<file path="config.mk">
export PLATFORM = sky130hd
export DESIGN_NAME = key_event_queue
export DESIGN_NICKNAME = d
export VERILOG_FILES = /design/src/rtl/key_event_queue.sv
export SDC_FILE = /design/constraint.sdc
export NUM_CORES = 1
export LEC_CHECK = 0
export CAP_MARGIN = 0
export CORE_ASPECT_RATIO = 2
export CORE_UTILIZATION = 34
export CTS_BUF_LIST = sky130_fd_sc_hd__clkbuf_16
export DETAILED_ROUTE_END_ITERATION = 12
export PLACE_DENSITY_LB_ADDON = 0.1
export SLEW_MARGIN = 0
export SYNTH_ARGS = -nofsm -noshare
export SYNTH_HDL_FRONTEND = slang
export SYNTH_SLANG_ARGS = --single-unit
</file>
<file path="constraint.sdc">
create_clock -name sysclock -period 3.9 [get_ports sysclock]
set_input_delay 0.39 -clock sysclock [delete_from_list [all_inputs] [get_ports sysclock]]
set_output_delay 0.39 -clock sysclock [all_outputs]
set_load 0.02 [all_outputs]
</file>
<file path="src/rtl/key_event_queue.sv">
// key_event_queue: debounces the TM1638 key bitmap, serializes press/release
// edges into event codes and queues them in a small FIFO for the CPU.
module key_event_queue #(
    parameter int unsigned SYSCLK_MHZ  = 50,
    parameter int unsigned DEBOUNCE_MS = 10,
    parameter int unsigned DEPTH       = 8
) (
    input  logic       sysclock,
    input  logic       sysreset_,
    input  logic [7:0] buttons,
    input  logic       rd_strobe,
    input  logic       clr_ovf,
    output logic [7:0] rd_data,
    output logic [4:0] count,
    output logic       overflow,
    output logic       irq
);

    localparam int unsigned NKEYS     = 8;
    localparam int unsigned TICK_CLKS = SYSCLK_MHZ * 1000;
    localparam int unsigned PRE_W     = $clog2(TICK_CLKS);
    localparam int unsigned DB_W      = 4;
    localparam int unsigned PTR_W     = $clog2(DEPTH);
    localparam int unsigned CNT_W     = 5;
    localparam int unsigned EV_W      = 4;

    logic [1:0]       rst_sync;
    logic             rst_n;
    logic [NKEYS-1:0] btn_meta;
    logic [NKEYS-1:0] btn_sync;
    logic [PRE_W-1:0] pre_cnt;
    logic             tick_c;
    logic [DB_W-1:0]  db_cnt [NKEYS];
    logic [NKEYS-1:0] db_state;
    logic [NKEYS-1:0] diff_c;
    logic [NKEYS-1:0] commit_c;
    logic [NKEYS-1:0] pending;
    logic [2:0]       sel_idx_c;
    logic [NKEYS-1:0] sel_mask_c;
    logic             ev_valid_c;
    logic [EV_W-1:0]  ev_data_c;
    logic [EV_W-1:0]  mem [DEPTH];
    logic [PTR_W-1:0] wr_ptr;
    logic [PTR_W-1:0] rd_ptr;
    logic [EV_W-1:0]  head_c;
    logic             empty_c;
    logic             full_c;
    logic             pop_c;
    logic             push_c;
    logic             drop_c;

    // Reset asserts asynchronously, releases on a clock edge.
    always_ff @(posedge sysclock or negedge sysreset_) begin
        if (!sysreset_) rst_sync <= '0;
        else            rst_sync <= {rst_sync[0], 1'b1};
    end

    assign rst_n = rst_sync[1];

    // Two-flop synchronizer for the raw key bitmap.
    always_ff @(posedge sysclock or negedge rst_n) begin
        if (!rst_n) begin
            btn_meta <= '0;
            btn_sync <= '0;
        end else begin
            btn_meta <= buttons;
            btn_sync <= btn_meta;
        end
    end

    // 1 ms prescaler; tick is high during the last count before wrap.
    always_ff @(posedge sysclock or negedge rst_n) begin
        if (!rst_n)      pre_cnt <= '0;
        else if (tick_c) pre_cnt <= '0;
        else             pre_cnt <= pre_cnt + PRE_W'(1);
    end

    assign tick_c = (pre_cnt == PRE_W'(TICK_CLKS - 1));

    // Per-key commit decision: counter about to reach DEBOUNCE_MS on a tick.
    always_comb begin
        diff_c   = btn_sync ^ db_state;
        commit_c = '0;
        for (int i = 0; i < NKEYS; i++) begin
            commit_c[i] = tick_c && diff_c[i] &&
                          (db_cnt[i] == DB_W'(DEBOUNCE_MS - 1));
        end
    end

    // Debounce counters and debounced state.
    always_ff @(posedge sysclock or negedge rst_n) begin
        if (!rst_n) begin
            for (int i = 0; i < NKEYS; i++) db_cnt[i] <= '0;
            db_state <= '0;
        end else begin
            if (tick_c) begin
                for (int i = 0; i < NKEYS; i++) begin
                    if (!diff_c[i] || commit_c[i]) db_cnt[i] <= '0;
                    else                           db_cnt[i] <= db_cnt[i] + DB_W'(1);
                end
            end
            db_state <= db_state ^ commit_c;
        end
    end

    // Lowest-index pending key becomes this cycle's event.
    always_comb begin
        sel_idx_c = '0;
        for (int i = NKEYS - 1; i >= 0; i--) begin
            if (pending[i]) sel_idx_c = 3'(i);
        end
        ev_valid_c = |pending;
        sel_mask_c = ev_valid_c ? (NKEYS'(1) << sel_idx_c) : '0;
        ev_data_c  = {db_state[sel_idx_c], sel_idx_c};
    end

    // Pending bits: a fresh commit wins over the service clear.
    always_ff @(posedge sysclock or negedge rst_n) begin
        if (!rst_n) pending <= '0;
        else        pending <= (pending & ~sel_mask_c) | commit_c;
    end

    // FIFO control; a pop frees the slot a same-cycle push needs when full.
    always_comb begin
        empty_c = (count == '0);
        full_c  = (count == CNT_W'(DEPTH));
        pop_c   = rd_strobe && !empty_c;
        push_c  = ev_valid_c && (!full_c || pop_c);
        drop_c  = ev_valid_c && full_c && !pop_c;
    end

    // FIFO pointers, occupancy counter and sticky overflow.
    always_ff @(posedge sysclock or negedge rst_n) begin
        if (!rst_n) begin
            wr_ptr   <= '0;
            rd_ptr   <= '0;
            count    <= '0;
            overflow <= 1'b0;
        end else begin
            if (push_c) wr_ptr <= wr_ptr + PTR_W'(1);
            if (pop_c)  rd_ptr <= rd_ptr + PTR_W'(1);
            if (push_c && !pop_c)      count <= count + CNT_W'(1);
            else if (pop_c && !push_c) count <= count - CNT_W'(1);
            if (drop_c)       overflow <= 1'b1;
            else if (clr_ovf) overflow <= 1'b0;
        end
    end

    // FIFO storage; contents are don't-care until written.
    always_ff @(posedge sysclock) begin
        if (push_c) mem[wr_ptr] <= ev_data_c;
    end

    // First-word-fall-through head presentation.
    always_comb begin
        head_c  = mem[rd_ptr];
        rd_data = empty_c ? 8'h00 : {1'b1, head_c[3], 3'b000, head_c[2:0]};
        irq     = !empty_c;
    end

endmodule

</file>
==> impl_metrics.yaml, run 1 <==
global_route:
  antenna_found_initial: 0
  first_global_vias: 3848
  overflow: 0
  grt_pass1_wl_um: 19380
  grt_max_degree: 74
  grt_use_total_pct: 15.00
floorplanning:
  die-area_um2: 17480
  initial_utilization_pct: 34.49
  core_area_um2: 16680
  die-height_um: 186.0
  rows: 67
  die_w_um: 93.99
  io_pins: 27
clocking:
  cts_resized: 0
  cts.clk_slew.worst_paths_ns: 0.06
  cts_buffers: 17
  clk_latency_ns: 0.41
  h-tree-depth: 4
  root_buffer: "clkbuf_16"
  holdBufCountCts: 0
  cts.sinks: 126
  cts.path.max_buffers: 2
  tritoncts: "built"
  post-cts-setup-buffers: 0
synthesis:
  synth_commonest_cells: "dfrtp_1 (94), o21ai_0 (45), nor2_1 (44)"
  yosys_warnings: 0
  synth-main-ff-cell: "dfrtp_1"
  synth.cell_area_um2: 5754
  ys_top_cells_by_area: "dfrtp_1 (41%), edfxtp_1 (17%), ha_1 (5.0%)"
  synth-seq-cells: 126
  synth_top_cell_area_share_pct: 40.88
  synth_edf_count: 32
  synth_most_common_cell: "dfrtp_1"
  yosysSeqAreaShare_pct: 57.58
  ys_async_sr_fraction_pct: 74.60
  ys_types: 50
  yosysTopAreaCell: "dfrtp_1"
  syn_area_per_cell_um2: 11.99
  netlist_instances: 480
routing:
  drt_drc_violations_left: 0
  wirelength_um: 11480
  dr.pass1.iters: 4
  routed_via_density: 4.956
  postRouteAntennaNets: 0
  wire_per_inst_um: 15.70
  drt_iter0_markers: 110
  vias: 3623
sta:
  fmax_mhz: 323.7
  finalSetupTns_ns: 0
  hold_viol: 0
  tightest_slew_ns: 0.9702
  setup_viol: 0
  period_minus_slack_ns: 3.089
  rsz0062_at_grt: "no"
  slew_headroom_pct: 35.32
  period_share_pct: 79.21
  skew_ns: 0.01035
  final_max_slew_viol_count: 0
  timing.hold.ws_ns: 0.1385
power:
  p_leak_nw: 2.868
  power.share.clock_pct: 53.5
  finalPower_mw: 3.031
  ir_worst_vdd_v: 0.0002954
  p_int_mw: 2.429
  power_switching_uw: 601.6
  power_frac_seq_pct: 45.5
  combPwrFrac_pct: 1.1
  power_density_nw_per_um2: 445.6
  swShare_pct: 19.85
cells_and_area:
  drive_gt1_share_pct: 13.36
  syn_to_final_growth_pct: 18.20
  ff_latch_area_um2: 3317
  final_util_pct: 40.77
  nets: 547
  n_fill_cell: 1601
  diodes: 0
  multi_input_area_um2: 2297
  design_area_um2: 6802
place:
  place_area_um2: 6197
  gp_congestion: 0.7281
  io_buffers: 23
  hpwl_um: 8161
worst_setup_path:
  critPathCaptureType: "register"
  cp.arrival_ns: 3.38
  crit_path_start_kind: "register"
  critPathMaxFanout: 5
  critical_path_class: "register to register"
  worstPathRequired_ns: 4.19
status:
  outcome: "complete, no violations"
min_path:
  hold_class: "input pin to asynchronous set/reset pin"
flow_run:
  maxCapViolCount: 0
[state kept, by name (all words and copies together), names as in the netlist]
signal and flops:
db_cnt 32, mem 32, pre_cnt 16, btn_meta 8, btn_sync 8, db_state 8, pending 8, count 5
rd_ptr 3, wr_ptr 3, rst_sync 2, overflow 1
[path summary, 6_finish.rpt]
kind / from / to / slack [ns] / depth (start not counted)
min in group sysclock: btn_meta[6] / btn_sync[6] / 0.35 / 0
max reg2reg: count[0] / count[4] / 0.81 / 12
min reg2reg: btn_meta[6] / btn_sync[6] / 0.35 / 0
min: sysreset_ / rst_sync[1] / 0.14 / 1
max: count[0] / count[4] / 0.81 / 12
max in group asynchronous: rst_sync[1] / db_state[6] / 2.56 / 1
[final cells by class]
type / instances / area share [%]
clock buffers: 17 / 6.255
clock inverters: 15 / 2.631
inverters: 15 / 0.8278
multi-input cells: 323 / 33.77
flip-flops and latches: 126 / 48.77
well taps: 207 / 3.808
repair buffers: 28 / 3.937
[per-layer routing]
layer | vias up | part of all wire [%] | track usage [%] | wire length [µm]
met5 | - | 0 | 0 | 0
met4 | 0 | 2.5 | 7.692 | 288
met3 | 20 | 2.3 | 3.105 | 269
met2 | 47 | 58 | 28.67 | 6691
met1 | 1795 | 37 | 14.74 | 4228
li1 | 1761 | - | - | -
[cells by family after synthesis]
| group | count (synthesis) | share of synthesized area [%] |
|---|---|---|
| simple gates | 160 | 14.31 |
| flops | 126 | 57.58 |
| compound gates | 73 | 7.741 |
| buf+inv | 33 | 2.631 |
| xor+xnor | 31 | 4.718 |
| mux | 31 | 7.545 |
| fa+ha+maj | 24 | 5.349 |
| other cells | 2 | 0.1305 |
[power groups by stage]
stage	sequential, mW	combinational (mW)	clock (mW)
finish	1.38	0.0325	1.62
global route	1.38	0.0368	1.72
CTS	1.38	0.0334	1.67
detailed placement	1.40	0.0332	0
global placement	1.40	0.0328	0
floorplan	1.40	0.0157	0
[stage by stage]
stage | instances | setup WS [ns]
finish | 731 | 0.8108
global route | 731 | 0.4976
CTS | 731 | 0.7336
detailed placement | 699 | 0.7509
global placement | 699 | 0.8115
floorplan | 482 | 1.013
[cells in the final DEF, fill, tap and decap left out, drive strengths merged, types with 12 or more instances in the layout]
cell type / synthesis / layout
o21ai: 45 / 45
nand2b: 12 / 12
nand3: 14 / 14
clkbuf: 9 / 17
xnor2: 17 / 17
inv: 15 / 17
nor2: 44 / 44
dfrtp: 94 / 94
clkdlybuf4s50: 0 / 23
nand2: 34 / 34
mux2: 16 / 16
ha: 23 / 23
xor2: 14 / 14
edfxtp: 32 / 32
[critical path: stages (launching register included)]
cell	delay, ns
dfrtp_1	0.45
nor4_1	0.44
nor2b_1	0.37
inv_1	0.14
nand2_1	0.16
ha_1	0.21
inv_1	0.11
fa_1	0.42
a21o_1	0.17
a21oi_1	0.16
xnor2_1	0.13
nor2_1	0.07
xor2_1	0.15
(Power assumes the default switching activity.)
==> inputs of run 2 (changes only) <==
- clock period: 3.9 -> 2.74 ns (I/O delays scaled with it)
==> impl_metrics.yaml, run 2 (synthesis results as in run 1) <==
worst_setup_path:
  worstPathRequired_ns: 3.03
  critPathTopFamily: "simple AND/OR/NAND/NOR gates"
  ff2ff_path_depth: 11
  cp.arrival_ns: 2.91
  worstSetupPathDepth: 11
  crit_buf_inv: 1
  critPathCaptureType: "register"
  crit_chain: "or4_4, nand2b_4, o31a_4, ha_2, inv_4, ha_4, a21o_1, a21oi_2, xnor2_1, nor2_1, xor2_1"
  critPathMaxFanout: 4
  crit_path_top_delay_cell: "or4_4"
  crit_path_start_kind: "register"
  slowest_delay_ns: 0.53
  critical_path_class: "register to register"
clocking:
  cts.path.max_buffers: 2
  tritoncts: "built"
  cts.clk_slew.worst_paths_ns: 0.06
  h-tree-depth: 4
  cts.sinks: 126
  cts_buffers: 17
  root_buffer: "clkbuf_16"
  clk_latency_ns: 0.41
floorplanning:
  io_pins: 27
  die-area_um2: 17480
  die_w_um: 93.99
  die-height_um: 186.0
  core_area_um2: 16680
  rows: 67
  initial_utilization_pct: 34.49
cells_and_area:
  syn_to_final_growth_pct: 22.09
  diodes: 0
  n_fill_cell: 1567
  final_common_cell: "dfrtp_1"
  nets: 566
  top_regs: "db_cnt (32), mem (32), pre_cnt (16)"
  drive_gt1_share_pct: 17.86
  layout_common_cells: "dfrtp_1 (93), o21ai_0 (45), nor2_1 (44), nand2_1 (34), edfxtp_1 (32)"
sta:
  slew_headroom_pct: 52.86
  period_minus_slack_ns: 2.621
  setup_viol: 0
  finalSetupTns_ns: 0
  hold_viol: 0
  tightest_slew_ns: 0.7017
  fin_ws_ns: 0.1187
  timing.hold.ws_ns: 0.02185
  fmax_mhz: 381.5
  period_share_pct: 95.67
  skew_ns: 0.009302
  final_max_slew_viol_count: 0
routing:
  dr.pass1.iters: 4
  postRouteAntennaNets: 0
  wire_per_inst_um: 14.89
  vias: 3619
  wirelength_um: 11170
  drt_drc_violations_left: 0
  drt_iter0_markers: 131
  routed_via_density: 4.825
global_route:
  overflow: 0
  antenna_found_initial: 0
  grt_max_degree: 55
  first_global_vias: 3883
  grt_use_total_pct: 14.82
  grt_pass1_wl_um: 19160
place:
  hpwl_um: 7990
  gp_congestion: 0.7559
  pre_cts_slack_ns: 0.03859
  io_buffers: 23
flow_run:
  maxCapViolCount: 0
status:
  outcome: "complete, no violations"
power:
  p_leak_nw: 2.995
  ir_worst_vdd_v: 0.0003947
  power_density_nw_per_um2: 621.1
min_path:
  hold_class: "input pin to asynchronous set/reset pin"
-- run 2: cell types whose count changed in the layout (fill, tap and decap cells not counted), moves of 2 or more --
cell | previous run | this run
buf_4 | 5 | 21
buf_12 | 0 | 3
clkinv_2 | 5 | 2
clkinv_4 | 0 | 3
inv_1 | 17 | 14
inv_4 | 0 | 3
clkinvlp_4 | 3 | 1
ha_1 | 23 | 21
-- run 2: worst register-to-register path, cell delays in order (launching register included) --
cell and delay (ns):
dfrtp_1 0.37, or4_4 0.53, nand2b_4 0.16, o31a_4 0.28
ha_2 0.21, inv_4 0.08, ha_4 0.20, a21o_1 0.19
a21oi_2 0.15, xnor2_1 0.13, nor2_1 0.07, xor2_1 0.15
-- run 2: final cells by class --
| class | count | area, µm² | share of cell area (%) |
|---|---|---|---|
| Sequential cell | 126 | 3317 | 47.21 |
| Multi-Input combinational cell | 323 | 2325 | 33.09 |
| Timing Repair Buffer | 47 | 447.9 | 6.376 |
| Clock buffer | 17 | 425.4 | 6.055 |
| Tap cell | 207 | 259.0 | 3.687 |
| Clock inverter | 15 | 192.7 | 2.743 |
| Inverter | 15 | 58.81 | 0.8370 |
-- run 2: power breakdown --
group | leakage (nW) | internal (mW) | total [mW] | switching, mW
logic | 1.06 | 0.0251 | 0.0574 | 0.0323
clock network | 0.306 | 1.52 | 2.36 | 0.837
registers | 1.63 | 1.93 | 1.95 | 0.0176
-- run 2: repair_timing --
item / 4_1_cts / 5_1_grt
resized for setup: 0 / 5
setup endpoints to repair: 0 / 1
buffers inserted: 0 / 1
hold endpoints to repair: 0 / 0
hold buffers: 0 / 0
-- run 2: worst paths after layout --
kind | from | to | slack, ns
max reg2reg | pending[3] | count[4] | 0.12
min reg2reg | rst_sync[1] | db_cnt[20] | 0.32
max | pending[3] | count[4] | 0.12
min | sysreset_ | rst_sync[0] | 0.02
max in group asynchronous | rst_sync[1] | db_cnt[2] | 1.74
min in group sysclock | buttons[0] | btn_meta[0] | 0.30
-- run 2: per-stage QoR --
step	instances	instance area, µm²	total power, mW	util, %
2_1_floorplan	482	5766	2.014	-
3_3_place_gp	717	6372	2.046	38.20
3_5_place_dp	717	6372	2.047	38.20
4_1_cts	749	6990	4.440	41.90
5_1_grt	750	7025	4.522	42.11
6_report	750	7025	4.364	42.11
-- run 2: layer usage --
layer,track usage [%],wire length (µm),up-vias
li1,-,-,1795
met1,14.80,4279,1765
met2,27.94,6358,45
met3,3.227,228,14
met4,7.631,303,0
met5,0,0,-
